`config.mk`:
```
export PLATFORM = sky130hd
export DESIGN_NAME = ps2_command_sender
export DESIGN_NICKNAME = d
export VERILOG_FILES = /design/src/rtl/ps2_pkg.sv /design/src/rtl/ps2_line_sync.sv /design/src/rtl/ps2_command_sender.sv
export SDC_FILE = /design/constraint.sdc
export NUM_CORES = 1
export LEC_CHECK = 0
export CAP_MARGIN = 15
export CORE_UTILIZATION = 30
export CTS_BUF_LIST = sky130_fd_sc_hd__clkbuf_8
export DETAILED_ROUTE_END_ITERATION = 10
export PLACE_DENSITY = 0.48
export SLEW_MARGIN = 20
export SYNTH_ARGS = -nofsm -noshare
export SYNTH_HDL_FRONTEND = slang
export SYNTH_SLANG_ARGS = --single-unit
```
`constraint.sdc`:
```
create_clock -name CLOCK_50 -period 3.25 [get_ports CLOCK_50]
set_input_delay 0.65 -clock CLOCK_50 [delete_from_list [all_inputs] [get_ports CLOCK_50]]
set_output_delay 0.65 -clock CLOCK_50 [all_outputs]
set_load 0.02 [all_outputs]
```
`src/rtl/ps2_pkg.sv`:
```
// Shared PS/2 definitions: transmitter state encoding, well-known command and
// response bytes, and the odd-parity helper used for host-to-device frames.
package ps2_pkg;

    typedef enum logic [2:0] {
        IDLE,
        INHIBIT,
        RTS,
        SEND,
        ACK,
        RELEASE,
        FAIL_TO,
        FAIL_NA
    } ps2_tx_state_t;

    localparam logic [7:0] PS2_CMD_SET_LEDS = 8'hED;
    localparam logic [7:0] PS2_CMD_ENABLE   = 8'hF4;
    localparam logic [7:0] PS2_CMD_RESET    = 8'hFF;

    localparam logic [7:0] PS2_RSP_ACK      = 8'hFA;
    localparam logic [7:0] PS2_BREAK        = 8'hF0;

    // PS/2 frames carry odd parity: data bits plus parity bit has an odd count of ones.
    function automatic logic odd_parity(input logic [7:0] data);
        return ~^data;
    endfunction

endpackage

```
`src/rtl/ps2_line_sync.sv`:
```
// Brings the asynchronous PS2_CLK/PS2_DAT pin levels into the system clock
// domain and flags falling edges of the synchronised clock line.
module ps2_line_sync #(
    parameter int SYNC_STAGES = 2
) (
    input  logic clk,
    input  logic reset,
    input  logic ps2_clk_in,
    input  logic ps2_dat_in,
    output logic clk_sync,
    output logic dat_sync,
    output logic clk_fe
);

    logic [SYNC_STAGES-1:0] clk_pipe;
    logic [SYNC_STAGES-1:0] dat_pipe;
    logic                   clk_prev;

    // Idle PS/2 lines float high, so the pipeline resets to 1 to avoid a false edge.
    always_ff @(posedge clk) begin
        if (reset) begin
            clk_pipe <= '1;
            dat_pipe <= '1;
            clk_prev <= 1'b1;
        end else begin
            clk_pipe[0] <= ps2_clk_in;
            dat_pipe[0] <= ps2_dat_in;
            for (int i = 1; i < SYNC_STAGES; i++) begin
                clk_pipe[i] <= clk_pipe[i-1];
                dat_pipe[i] <= dat_pipe[i-1];
            end
            clk_prev <= clk_pipe[SYNC_STAGES-1];
        end
    end

    assign clk_sync = clk_pipe[SYNC_STAGES-1];
    assign dat_sync = dat_pipe[SYNC_STAGES-1];
    assign clk_fe   = clk_prev & ~clk_sync;

endmodule

```
`src/rtl/ps2_command_sender.sv`:
```
// Host-to-device PS/2 transmitter: inhibit, request-to-send, clocks out one
// command byte under device control, checks the ACK and reports the outcome.
module ps2_command_sender
    import ps2_pkg::*;
#(
    parameter int INHIBIT_CYCLES       = 5000,
    parameter int START_TIMEOUT_CYCLES = 750000,
    parameter int XFER_TIMEOUT_CYCLES  = 100000,
    parameter int SYNC_STAGES          = 2
) (
    input  logic       CLOCK_50,
    input  logic       reset,
    input  logic [7:0] command,
    input  logic       send_command,
    input  logic       ps2_clk_in,
    input  logic       ps2_dat_in,
    output logic       ps2_clk_drive_low,
    output logic       ps2_dat_drive_low,
    output logic       busy,
    output logic       command_was_sent,
    output logic       error_no_ack,
    output logic       error_timed_out
);

    localparam int MAX_TO     = (START_TIMEOUT_CYCLES > XFER_TIMEOUT_CYCLES) ?
                                START_TIMEOUT_CYCLES : XFER_TIMEOUT_CYCLES;
    localparam int MAX_CYCLES = (MAX_TO > INHIBIT_CYCLES) ? MAX_TO : INHIBIT_CYCLES;
    localparam int CNT_W      = $clog2(MAX_CYCLES + 1);

    // INHIBIT_CYCLES must be at least 2 so the start bit can be set on the last inhibit cycle.
    localparam logic [CNT_W-1:0] INHIBIT_LAST    = CNT_W'(INHIBIT_CYCLES - 1);
    localparam logic [CNT_W-1:0] INHIBIT_PRELAST = CNT_W'(INHIBIT_CYCLES - 2);
    localparam logic [CNT_W-1:0] START_LIMIT     = CNT_W'(START_TIMEOUT_CYCLES);
    localparam logic [CNT_W-1:0] XFER_LIMIT      = CNT_W'(XFER_TIMEOUT_CYCLES);
    localparam logic [CNT_W-1:0] CNT_MAX         = '1;

    ps2_tx_state_t    state;
    logic [7:0]       cmd_q;
    logic             parity_q;
    logic [3:0]       bit_idx;
    logic [CNT_W-1:0] cnt;
    logic [CNT_W-1:0] cnt_inc;
    logic             clk_sync;
    logic             dat_sync;
    logic             clk_fe;
    logic             pulse_now;

    ps2_line_sync #(
        .SYNC_STAGES(SYNC_STAGES)
    ) u_line_sync (
        .clk       (CLOCK_50),
        .reset     (reset),
        .ps2_clk_in(ps2_clk_in),
        .ps2_dat_in(ps2_dat_in),
        .clk_sync  (clk_sync),
        .dat_sync  (dat_sync),
        .clk_fe    (clk_fe)
    );

    assign cnt_inc   = (cnt == CNT_MAX) ? cnt : cnt + CNT_W'(1);
    assign pulse_now = command_was_sent | error_no_ack | error_timed_out;

    // Request handshake: send_command is a one-cycle request, taken only in IDLE
    // outside the terminal-pulse cycle; otherwise dropped with no effect on cmd_q.
    always_ff @(posedge CLOCK_50) begin
        if (reset) begin
            state             <= IDLE;
            cmd_q             <= '0;
            parity_q          <= 1'b0;
            bit_idx           <= '0;
            cnt               <= '0;
            ps2_clk_drive_low <= 1'b0;
            ps2_dat_drive_low <= 1'b0;
            busy              <= 1'b0;
            command_was_sent  <= 1'b0;
            error_no_ack      <= 1'b0;
            error_timed_out   <= 1'b0;
        end else begin
            command_was_sent <= 1'b0;
            error_no_ack     <= 1'b0;
            error_timed_out  <= 1'b0;
            case (state)
                IDLE: begin
                    if (send_command && !pulse_now) begin
                        cmd_q             <= command;
                        parity_q          <= odd_parity(command);
                        busy              <= 1'b1;
                        ps2_clk_drive_low <= 1'b1;
                        cnt               <= '0;
                        state             <= INHIBIT;
                    end
                end
                INHIBIT: begin
                    cnt <= cnt_inc;
                    if (cnt == INHIBIT_PRELAST) ps2_dat_drive_low <= 1'b1;
                    if (cnt == INHIBIT_LAST) begin
                        ps2_clk_drive_low <= 1'b0;
                        cnt               <= '0;
                        state             <= RTS;
                    end
                end
                RTS: begin
                    if (clk_fe) begin
                        ps2_dat_drive_low <= ~cmd_q[0];
                        bit_idx           <= 4'd1;
                        cnt               <= '0;
                        state             <= SEND;
                    end else if (cnt == START_LIMIT) begin
                        ps2_dat_drive_low <= 1'b0;
                        state             <= FAIL_TO;
                    end else begin
                        cnt <= cnt_inc;
                    end
                end
                SEND, ACK, RELEASE: begin
                    cnt <= cnt_inc;
                    if (cnt == XFER_LIMIT) begin
                        ps2_dat_drive_low <= 1'b0;
                        state             <= FAIL_TO;
                    end else if (state == SEND) begin
                        if (clk_fe) begin
                            bit_idx <= bit_idx + 4'd1;
                            if (bit_idx <= 4'd7) begin
                                ps2_dat_drive_low <= ~cmd_q[bit_idx[2:0]];
                            end else if (bit_idx == 4'd8) begin
                                ps2_dat_drive_low <= ~parity_q;
                            end else begin
                                ps2_dat_drive_low <= 1'b0;
                                state             <= ACK;
                            end
                        end
                    end else if (state == ACK) begin
                        // Any falling edge after the stop bit is taken as the ACK clock.
                        if (clk_fe) state <= dat_sync ? FAIL_NA : RELEASE;
                    end else begin
                        if (clk_sync && dat_sync) begin
                            command_was_sent <= 1'b1;
                            busy             <= 1'b0;
                            state            <= IDLE;
                        end
                    end
                end
                FAIL_TO: begin
                    ps2_clk_drive_low <= 1'b0;
                    ps2_dat_drive_low <= 1'b0;
                    error_timed_out   <= 1'b1;
                    busy              <= 1'b0;
                    state             <= IDLE;
                end
                FAIL_NA: begin
                    ps2_clk_drive_low <= 1'b0;
                    ps2_dat_drive_low <= 1'b0;
                    error_no_ack      <= 1'b1;
                    busy              <= 1'b0;
                    state             <= IDLE;
                end
                default: state <= IDLE;
            endcase
        end
    end

endmodule

```
# ---- Word-level counts from Yosys, hierarchy flattened
# Index checks and enable logic that the tools add are counted.
dict set report totals {
  in_bits 13
  ramBits 0
  latchBits 0
  mem_bits_ro 0
  memories 0
  ff_bits 47
}
dict set report op_classes {
  bitwise_logic 8
  div_mod_pow 0
  shift 0
  reduce_logical 20
  mul 0
  n_eq_ne 32
  mux 47
  n_lt_le_gt_ge 2
  add_sub_neg 2
}
# cell n
set ops {}
lappend ops {{$mux 20} 5}
lappend ops {{$pmux 20 s4} 1}
lappend ops {{$eq 20x13->1 const B} 2}
lappend ops {{$eq 20x20->1 const B} 2}
lappend ops {{$mux 3} 12}
lappend ops {{$add 20x1->20 const B} 1}
lappend ops {{$eq 20x17->1 const B} 1}
lappend ops {{$ne 2x2->1 const B} 10}
lappend ops {{$mux 1} 18}
lappend ops {{$mux 4} 4}
lappend ops {{$ne 4x4->1 const B} 4}
lappend ops {{$pmux 3 s5} 1}
lappend ops {{$eq 3x3->1 const B} 4}
lappend ops {{$ne 3x3->1 const B} 4}
lappend ops {{$reduce_and 5->1} 2}
lappend ops {{$pmux 4 s2} 1}
lappend ops {{$reduce_and 8->1} 1}
lappend ops {{$reduce_bool 4->1} 2}
lappend ops {{$reduce_xnor 8->1} 1}
lappend ops {{$eq 3x2->1 const B} 2}
lappend ops {{$pmux 1 s3} 2}
lappend ops {{$reduce_and 3->1} 2}
lappend ops {{$reduce_and 6->1} 1}
lappend ops {{$reduce_bool 3->1} 2}
lappend ops {{20 further kinds} 26}

# ---- Depth between registers and ports, before layout
# Gate-level depths: netlist of the first run.
dict set report logic_depth {
  word_depth 8
  mapped_depth 9
}

# ---- By module
# A second synthesis of the first run with hierarchy kept.
dict set report unflattened {
  cells_unflattened 321
  area_unflattened_um2 2663.8
}
# module n_inst area_each_um2 seq_area_each_um2 cells_each
set by_module_without_submodules {}
lappend by_module_without_submodules {ps2_command_sender 1 2526.2 840.8 310}
lappend by_module_without_submodules {ps2_line_sync 1 137.6 100.1 11}

# ---- Least setup slack after synthesis of the first run
# Ideal clock, no wire load.
dict set report synth_timing {
  path_type {flip-flop to flip-flop}
  from {reg cnt[1]}
  to {reg cnt[1]}
  period_less_slack_ns 2.266
  setup_time_ns 0.070
  path_slack_ns 0.984
  arrival_ns 2.196
  stages_incl_launch_ff 9
  cell_sequence {dfxtp_1 ha_1 nand3_1 or4_1 nor2_1 buf_2 buf_2 o21ai_0 a21oi_1}
}
dict set report synth_via {
  elab_chain_len 5
  elab_cells_between_ends 11
  cone_classes {add/sub (1); eq/ne (4); mux (5); reduce/logical (1)}
}
# item line_no
set synth_lines {}
lappend synth_lines {{start, declared} ps2_command_sender.sv:41} ;# logic [CNT_W-1:0] cnt;
lappend synth_lines {{start signal, assigned} ps2_command_sender.sv:94} ;# cnt <= cnt_inc;
lappend synth_lines {{start signal, assigned} ps2_command_sender.sv:112} ;# cnt <= cnt_inc;
lappend synth_lines {{start signal, assigned} ps2_command_sender.sv:116} ;# cnt <= cnt_inc;
lappend synth_lines {{$add 20x1->20 or $eq 20x20->1 (tied branches)} ps2_command_sender.sv:60} ;# assign cnt_inc = (cnt == CNT_MAX) ? cnt : cnt + CNT_W'(1);
lappend synth_lines {{$mux 20} ps2_command_sender.sv:60}
lappend synth_lines {{$mux 20} ps2_command_sender.sv:108} ;# end else if (cnt == START_LIMIT) begin
lappend synth_lines {{$mux 20} ps2_command_sender.sv:103} ;# if (clk_fe) begin
lappend synth_lines {{$pmux 20 s4} ps2_command_sender.sv:82} ;# case (state)
# Several ways; a longest one is shown, not always the timed one. The select of a mux whose other input is x is not followed.
# A chain may end at the register's enable or synchronous reset.

# ---- Worst setup path after layout of the first run
dict set report layout_timing {
  from {in send_command}
  to {reg cnt[4]}
}
dict set report layout_via {
  elab_chain_len 3
}
# item line_no
set layout_lines {}
lappend layout_lines {{start, declared} ps2_command_sender.sv:14} ;# input logic send_command,
lappend layout_lines {{$logic_and 1x1->1} ps2_command_sender.sv:84} ;# if (send_command && !pulse_now) begin
lappend layout_lines {{$ne 2x2->1 (no line)} -}
lappend layout_lines {{$reduce_and 3->1 (no line)} -}
# No other way between the ends.

==> summary.txt, run 1 <==
Outcome
  – Outcome: completed

Synthesis
  – Sequential cell area fraction in the yosys report: 0.3392
  – Async SR Flop Fraction: 0
  – Flops & latches, synth: 47
  – Yosys cell types: 65
  – Cell Area, Synth: 2774 um^2
  – Top_reg_cell synth: dfxtp_1
  – Post-synth EDFFs: 0
  – Synth warnings: 0
  – Post-Syn Nets: 348
  – Syn_area_per_cell: 8.406 um^2
  – Synthesized instance count: 330

Die
  – Core Rows: 34
  – Initial cell density of the core: 0.3135
  – Chip Height: 98.16 um
  – DIE WIDTH: 98.16 um
  – Core area: 8848 um^2
  – Io pins: 19
  – Die area: 9635 um^2

Power and ir drop
  – Clock power share: 0.243
  – Switching Power: 0.6989 mW
  – Leak Pwr: 0.9986 nW
  – Sw Share: 0.3772
  – Comb pwr share: 0.379
  – Sequential fraction of design power: 0.377
  – P_int: 1.154 mW
  – Worst vdd ir: 0.2011 mV
  – Power per cell area: 578.2 nW/um^2

Min path
  – Critical hold path startpoint: u_line_sync.clk_pipe[0]$_SDFF_PP1_
  – Hold Crit Depth: 1
  – Worst hold path class: reg -> reg
  – Worst Hold Endpoint: u_line_sync.clk_pipe[1]$_SDFF_PP1_

Timing
  – Final setup margin: 762.8 ps
  – Setup_tns: 0 ps
  – Worst Tran Pin Value: 903.4 ps
  – Final Hold Vio Count: 0
  – # setup viols final: 0
  – Period minus WS final: 2487 ps
  – Setup Skew: 11.95 ps
  – Final Slew Violations: 0
  – Fin crit share: 0.7653
  – Setup repair after global routing missed its margin: false
  – Slew Limit Headroom: 0.3914
  – Max Freq: 402.1 MHz

Routing
  – Detailed-route via count: 2543
  – DRT iter0 DRCs: 184
  – TritonRoute pass-1 iters: 7
  – Residual DRC: 0
  – Drt via density: 5.577
  – DR WL/cell: 15.79 um
  – Post-route ant nets: 0
  – Total routed wirelength: 7.198 mm

Critical path
  – CP required: 3490 ps
  – R2R cell count: 6
  – Max incr delay on CP: 500 ps
  – Setup crit end kind: flop
  – Slowest-stage cell, CP: or4_1
  – R2R Path End: cnt[10]$_SDFFE_PP0P_
  – CP Cell Sequence: clkdlybuf4s50_1, nor4b_2, o21a_1, o21ai_2, buf_4, or4_1, a21oi_1
  – Setup Crit Path Kind: in -> reg
  – Worst EP arrival: 2730 ps
  – Worst reg2reg startpoint: cnt[1]$_SDFFE_PP0P_
  – Worst setup SP type: input pin
  – CP Max Fanout: 20
  – Reg2Reg Setup Slack: 780 ps

Global route
  – Met3 Usage GRT: 0.02219
  – Gr busiest metal: met1
  – First-pass GRT wire length: 12.34 mm
  – Vias in the first global route: 2358
  – Total global-route track usage: 0.1576
  – Grt total ovfl: 0
  – M2 GR Usage: 0.2226
  – Largest net degree at the start of global routing: 26
  – GRT met1 Usage: 0.2458
  – Initial antenna violation count: 0

CTS
  – CTS tree: built
  – CTS sink cnt: 47
  – CTS root buf: clkbuf_8
  – CTS clk-pin slew, worst paths: 90 ps
  – Longest Clk Path Bufs: 2
  – H-tree depth: 2
  – Hold Buf Count CTS: 0
  – Setup bufs post-CTS: 0
  – Post_cts resized: 0
  – Clk_lat worst skew: 310 ps
  – Num CTS Buffers: 5

Place
  – Detailed Place HPWL: 5.340 mm
  – Dpl ws: 432.7 ps
  – I/O Buffers: 18
  – Routability-driven placement congestion ratio: 0.8042

Cells and area
  – Layout cells sized above 1: 0.1437
  – Most common cell after layout, fill and taps aside: dfxtp_1
  – Area Growth Syn to Fin: 15.52%
  – Final core occ: 0.3621
  – Commonest non-fill, non-tap cells in the layout: dfxtp_1, a21oi_1, nand2_1
  – Diode count: 0
  – Fin nets: 365

Flow run
  – Max-cap violations: 0
==> metal layers <==
metal	vias up	part of all wire
li1	1295	-
met1	1194	0.55
met2	49	0.41
met3	5	0.030
met4	0	0.0093
met5	-	0
==> sequential cells by signal, summed over array words and instances, names as in the netlist <==
register and cells:
bit_idx 4, busy 1, cmd_q 8, cnt 20
command_was_sent 1, error_no_ack 1, error_timed_out 1, parity_q 1
ps2_clk_drive_low 1, ps2_dat_drive_low 1, state 3, u_line_sync.clk_pipe 2
u_line_sync.clk_prev 1, u_line_sync.dat_pipe 2
==> worst max path at each step <==
stage                        startpoint                    to  slack [ps]  depth (start not counted)
finish                     send_command   cnt[4]$_SDFFE_PP0P_         760                          7
detailed placement         send_command  cnt[11]$_SDFFE_PP0P_         430                          7
global placement           send_command   cnt[5]$_SDFFE_PP0P_         490                          7
CTS                        send_command   cnt[7]$_SDFFE_PP0P_         750                          7
floorplan           cnt[1]$_SDFFE_PP0P_   cnt[1]$_SDFFE_PP0P_         980                          8
global route               send_command  cnt[11]$_SDFFE_PP0P_         620                          7
==> synth_stat cells (2+ instances only) <==
cell type  number  share of area
ha_1            5          0.023
o41ai_1         3         0.0095
a211oi_1        4          0.011
nor3_1          8          0.014
nand2b_1        3         0.0068
nand4_1        10          0.023
clkbuf_2        2         0.0036
a31oi_1         7          0.016
or2_2           7          0.016
nand3_1        26          0.047
a2111oi_0       2         0.0063
and4_1          2         0.0063
o31ai_1        11          0.030
dfxtp_1        47           0.34
nand2_1        27          0.037
or4_4           2         0.0081
o21a_1          2         0.0054
a41oi_1         2         0.0063
and3_1          5          0.011
nor4_1          4         0.0090
or4_1          11          0.030
xnor2_1         7          0.022
mux2i_1         6          0.022
o21ai_0        16          0.029
and2b_2         2         0.0063
clkbuf_1       13          0.018
or2b_2          2         0.0063
inv_1          10          0.014
nand3b_1        2         0.0054
or4b_2          2         0.0072
a21oi_1        32          0.058
nor2_1         11          0.015
nor3b_1         3         0.0081
buf_2           3         0.0054
==> area by class of cell <==
| cell class | instances | area [um^2] |
|---|---|---|
| Inverter | 10 | 37.54 |
| Clock inverter | 3 | 47.55 |
| Tap cell | 108 | 135.1 |
| Fill cell | 918 | 5644 |
| Multi-Input combinational cell | 254 | 1712 |
| Clock buffer | 5 | 68.82 |
| Timing Repair Buffer | 29 | 262.8 |
| Sequential cell | 47 | 940.9 |
==> per-stage QoR <==
step	hold WS [ps]	power, mW	cells	area (um^2)
after floorplan	389.5	1.201	330	2774
after global placement	390.5	1.421	448	3088
after detailed placement	396.4	1.415	448	3088
after CTS	420.3	1.875	456	3204
after global routing	431.3	1.980	456	3204
final	416.4	1.853	456	3204
==> power groups by stage <==
| stage | Clock (mW) | Sequential (mW) | Combinational (mW) |
|---|---|---|---|
| after floorplan | 0 | 0.696 | 0.505 |
| after global placement | 0 | 0.712 | 0.709 |
| after detailed placement | 0 | 0.713 | 0.702 |
| after CTS | 0.470 | 0.700 | 0.706 |
| after global routing | 0.487 | 0.710 | 0.784 |
| final | 0.451 | 0.699 | 0.703 |
==> critical path: cells and delay by family <==
| kind | cells | cell delay (ps) |
|---|---|---|
| and+or+nand+nor | 2 | 760 |
| buffers and inverters | 2 | 710 |
| AOI/OAI and AO/OA | 3 | 590 |
==> cell families after synthesis <==
logic type,count (synthesis),share of synthesized area
AND/OR/NAND/NOR,143,0.3180
AO/OA/AOI/OAI,91,0.2192
flip-flops,47,0.3392
buffers and inverters,29,0.04511
multiplexers,8,0.03383
XOR/XNOR,7,0.02210
adder cells (fa/ha/maj),5,0.02255
(Power assumes the default switching activity.)
==> inputs of run 2 (changes only) <==
- clock period: 3.25 -> 2.3 ns (I/O delays scaled with it)
==> run 2 against run 1 <==
Net effect:
- register-to-register slack got worse by 730 ps
- power increased by 52%
- critical path depth decreased by 2
- final area increased by 7.8%
- non-clock buffer count increased by 28
- die area unchanged
- sequential power increased by 38%
- critical path type is now reg -> reg
- largest cell class unchanged
==> summary.txt, run 2 (same netlist as run 1, synthesis figures left out) <==
Die
  – Io pins: 19 (unchanged)
  – DIE WIDTH: 98.16 um (unchanged)
  – Chip Height: 98.16 um (unchanged)
  – Core area: 8848 um^2 (unchanged)
  – Core Rows: 34 (unchanged)
  – Die area: 9635 um^2 (unchanged)
  – Initial cell density of the core: 0.3135 (unchanged)

Cells and area
  – Filler cell count: 906 (-1.3%)
  – Area Growth Syn to Fin: 24.58%
  – Finished Cell Area: 3456 um^2 (+7.8%)
  – Largest regs: cnt (20), cmd_q (8), bit_idx (4)
  – Fin nets: 393 (+7.7%)
  – Final core occ: 0.3906 (+0.02842)
  – Diode count: 0 (unchanged)
  – Multi-input gate area in the final layout: 1712 um^2 (unchanged)
  – Most common cell after layout, fill and taps aside: dfxtp_1
  – Reg area: 943.4 um^2 (+0.27%)
  – Max reg flops: 20 (unchanged)
  – Layout cells sized above 1: 0.2128 (+0.06909)
  – Commonest non-fill, non-tap cells in the layout: dfxtp_1, buf_4, a21oi_1
  – Post-Layout Cell Count: 484 (+6.1%)
  – Biggest register: cnt

Timing
  – Final Slew Violations: 0 (unchanged)
  – Fin crit share: 0.9772
  – Max Freq: 444.9 MHz
  – Hold_ws: 415.8 ps (-0.6200 ps)
  – # setup viols final: 0 (unchanged)
  – Slew Limit Headroom: 0.6286 (+0.2373)
  – Final setup margin: 52.53 ps (-710.3 ps)
  – Setup repair after global routing missed its margin: false
  – Setup Skew: 15.63 ps (+3.685 ps)
  – Period minus WS final: 2247 ps
  – Final Hold Vio Count: 0 (unchanged)
  – Worst Tran Pin Value: 555.3 ps (-348.1 ps)

Global route
  – M2 GR Usage: 0.2411 (+0.01842)
  – Initial antenna violation count: 0 (unchanged)
  – Gr busiest metal: met1
  – Grt total ovfl: 0 (unchanged)
  – Largest net degree at the start of global routing: 27 (+3.8%)
  – Vias in the first global route: 2519 (+6.8%)
  – Total global-route track usage: 0.1669 (+0.009311)
  – First-pass GRT wire length: 12.97 mm (+5.1%)
  – Met3 Usage GRT: 0.02649 (+0.004295)
  – GRT met1 Usage: 0.2526 (+0.006807)

Flow run
  – Max-cap violations: 0 (unchanged)

Critical path
  – Crit path max-delay family: simple AND/OR/NAND/NOR gates
  – Worst EP arrival: 2440 ps (-290 ps)
  – Setup crit end kind: flop
  – Crit path depth: 5 (-2)
  – Slowest-stage cell, CP: or4_4
  – Worst setup SP type: flop
  – WP buf/inv: 0 (-2)
  – CP Max Fanout: 6 (-70%)
  – R2R cell count: 5 (-1)
  – Setup Crit Path Kind: reg -> reg
  – CP Cell Sequence: or3b_2, or4_4, o22ai_4, nand4bb_4, mux2_1
  – CP required: 2490 ps (-1000 ps)
  – Max incr delay on CP: 620 ps (+120 ps)

CTS
  – Clk_lat worst skew: 310 ps (about the same)
  – Longest Clk Path Bufs: 2 (unchanged)
  – Setup bufs post-CTS: 0 (unchanged)
  – H-tree depth: 2 (unchanged)
  – CTS root buf: clkbuf_8
  – CTS tree: built
  – CTS clk-pin slew, worst paths: 90 ps (about the same)
  – Num CTS Buffers: 5 (unchanged)
  – CTS sink cnt: 47 (unchanged)

Routing
  – DR WL/cell: 15.57 um (-1.4%)
  – Drt via density: 5.525 (-0.93%)
  – Total routed wirelength: 7.535 mm (+4.7%)
  – Residual DRC: 0 (unchanged)
  – Post-route ant nets: 0 (unchanged)
  – Detailed-route via count: 2674 (+5.2%)
  – TritonRoute pass-1 iters: 6 (-1)
  – DRT iter0 DRCs: 120 (-35%)

Place
  – Dpl ws: -146.6 ps (-579.3 ps)
  – Detailed Place HPWL: 5.814 mm (+8.9%)
  – I/O Buffers: 18 (unchanged)
  – Routability-driven placement congestion ratio: 0.8003 (-0.48%)
  – Post-DP Area: 3336 um^2 (+8.0%)
  – Placed cell count: 476 (+6.3%)

Power and ir drop
  – Power per cell area: 815.6 nW/um^2 (+41%)
  – Worst vdd ir: 0.2796 mV (+39%)
  – Leak Pwr: 1.160 nW (+16%)

Min path
  – Worst hold path class: reg -> reg
  – Hold Crit Depth: 1 (unchanged)

Outcome
  – Outcome: completed
run 2: area by class of cell:
| class | instances | area share |
|---|---|---|
| clock buffer | 6 | 0.02390 |
| clock inverter | 2 | 0.01014 |
| inverter | 10 | 0.01086 |
| multi-input combinational | 254 | 0.4953 |
| sequential | 47 | 0.2730 |
| tap | 108 | 0.03910 |
| timing repair buffer | 57 | 0.1477 |
run 2: worst paths after layout:
kind	slack [ps]	from	endpoint
setup reg to reg	50	cnt[5]$_SDFFE_PP0P_	state[1]$_SDFFE_PP0P_
hold reg to reg	420	u_line_sync.clk_pipe[0]$_SDFF_PP1_	u_line_sync.clk_pipe[1]$_SDFF_PP1_
setup / recovery	50	cnt[5]$_SDFFE_PP0P_	state[1]$_SDFFE_PP0P_
hold / removal	420	u_line_sync.clk_pipe[0]$_SDFF_PP1_	u_line_sync.clk_pipe[1]$_SDFF_PP1_
run 2: per-stage QoR:
| step | TNS [ps] | total power, mW |
|---|---|---|
| finish | 0 | 2.818 |
| global route | 0 | 3.002 |
| CTS | 0 | 2.841 |
| detailed placement | -1505 | 2.188 |
| global placement | -783.4 | 2.191 |
| floorplan | 0 | 1.697 |
run 2: routing by layer:
| layer | up-vias | routed length, um |
|---|---|---|
| li1 | 1349 | - |
| met1 | 1267 | 4030 |
| met2 | 49 | 3153 |
| met3 | 9 | 264 |
| met4 | 0 | 86 |
| met5 | - | 0 |
run 2: timing repair:
| action | 4_1_cts | 5_1_grt |
|---|---|---|
| gates resized for setup | 0 | 2 |
| hold buffers | 0 | 0 |
| setup endpoints to repair | 0 | 3 |
run 2: where the power goes:
group	switching [mW]	total [mW]	internal, mW
registers	0.0610	0.962	0.901
clock network	0.295	0.647	0.352
logic	0.657	1.21	0.552
total	1.01	2.82	1.81
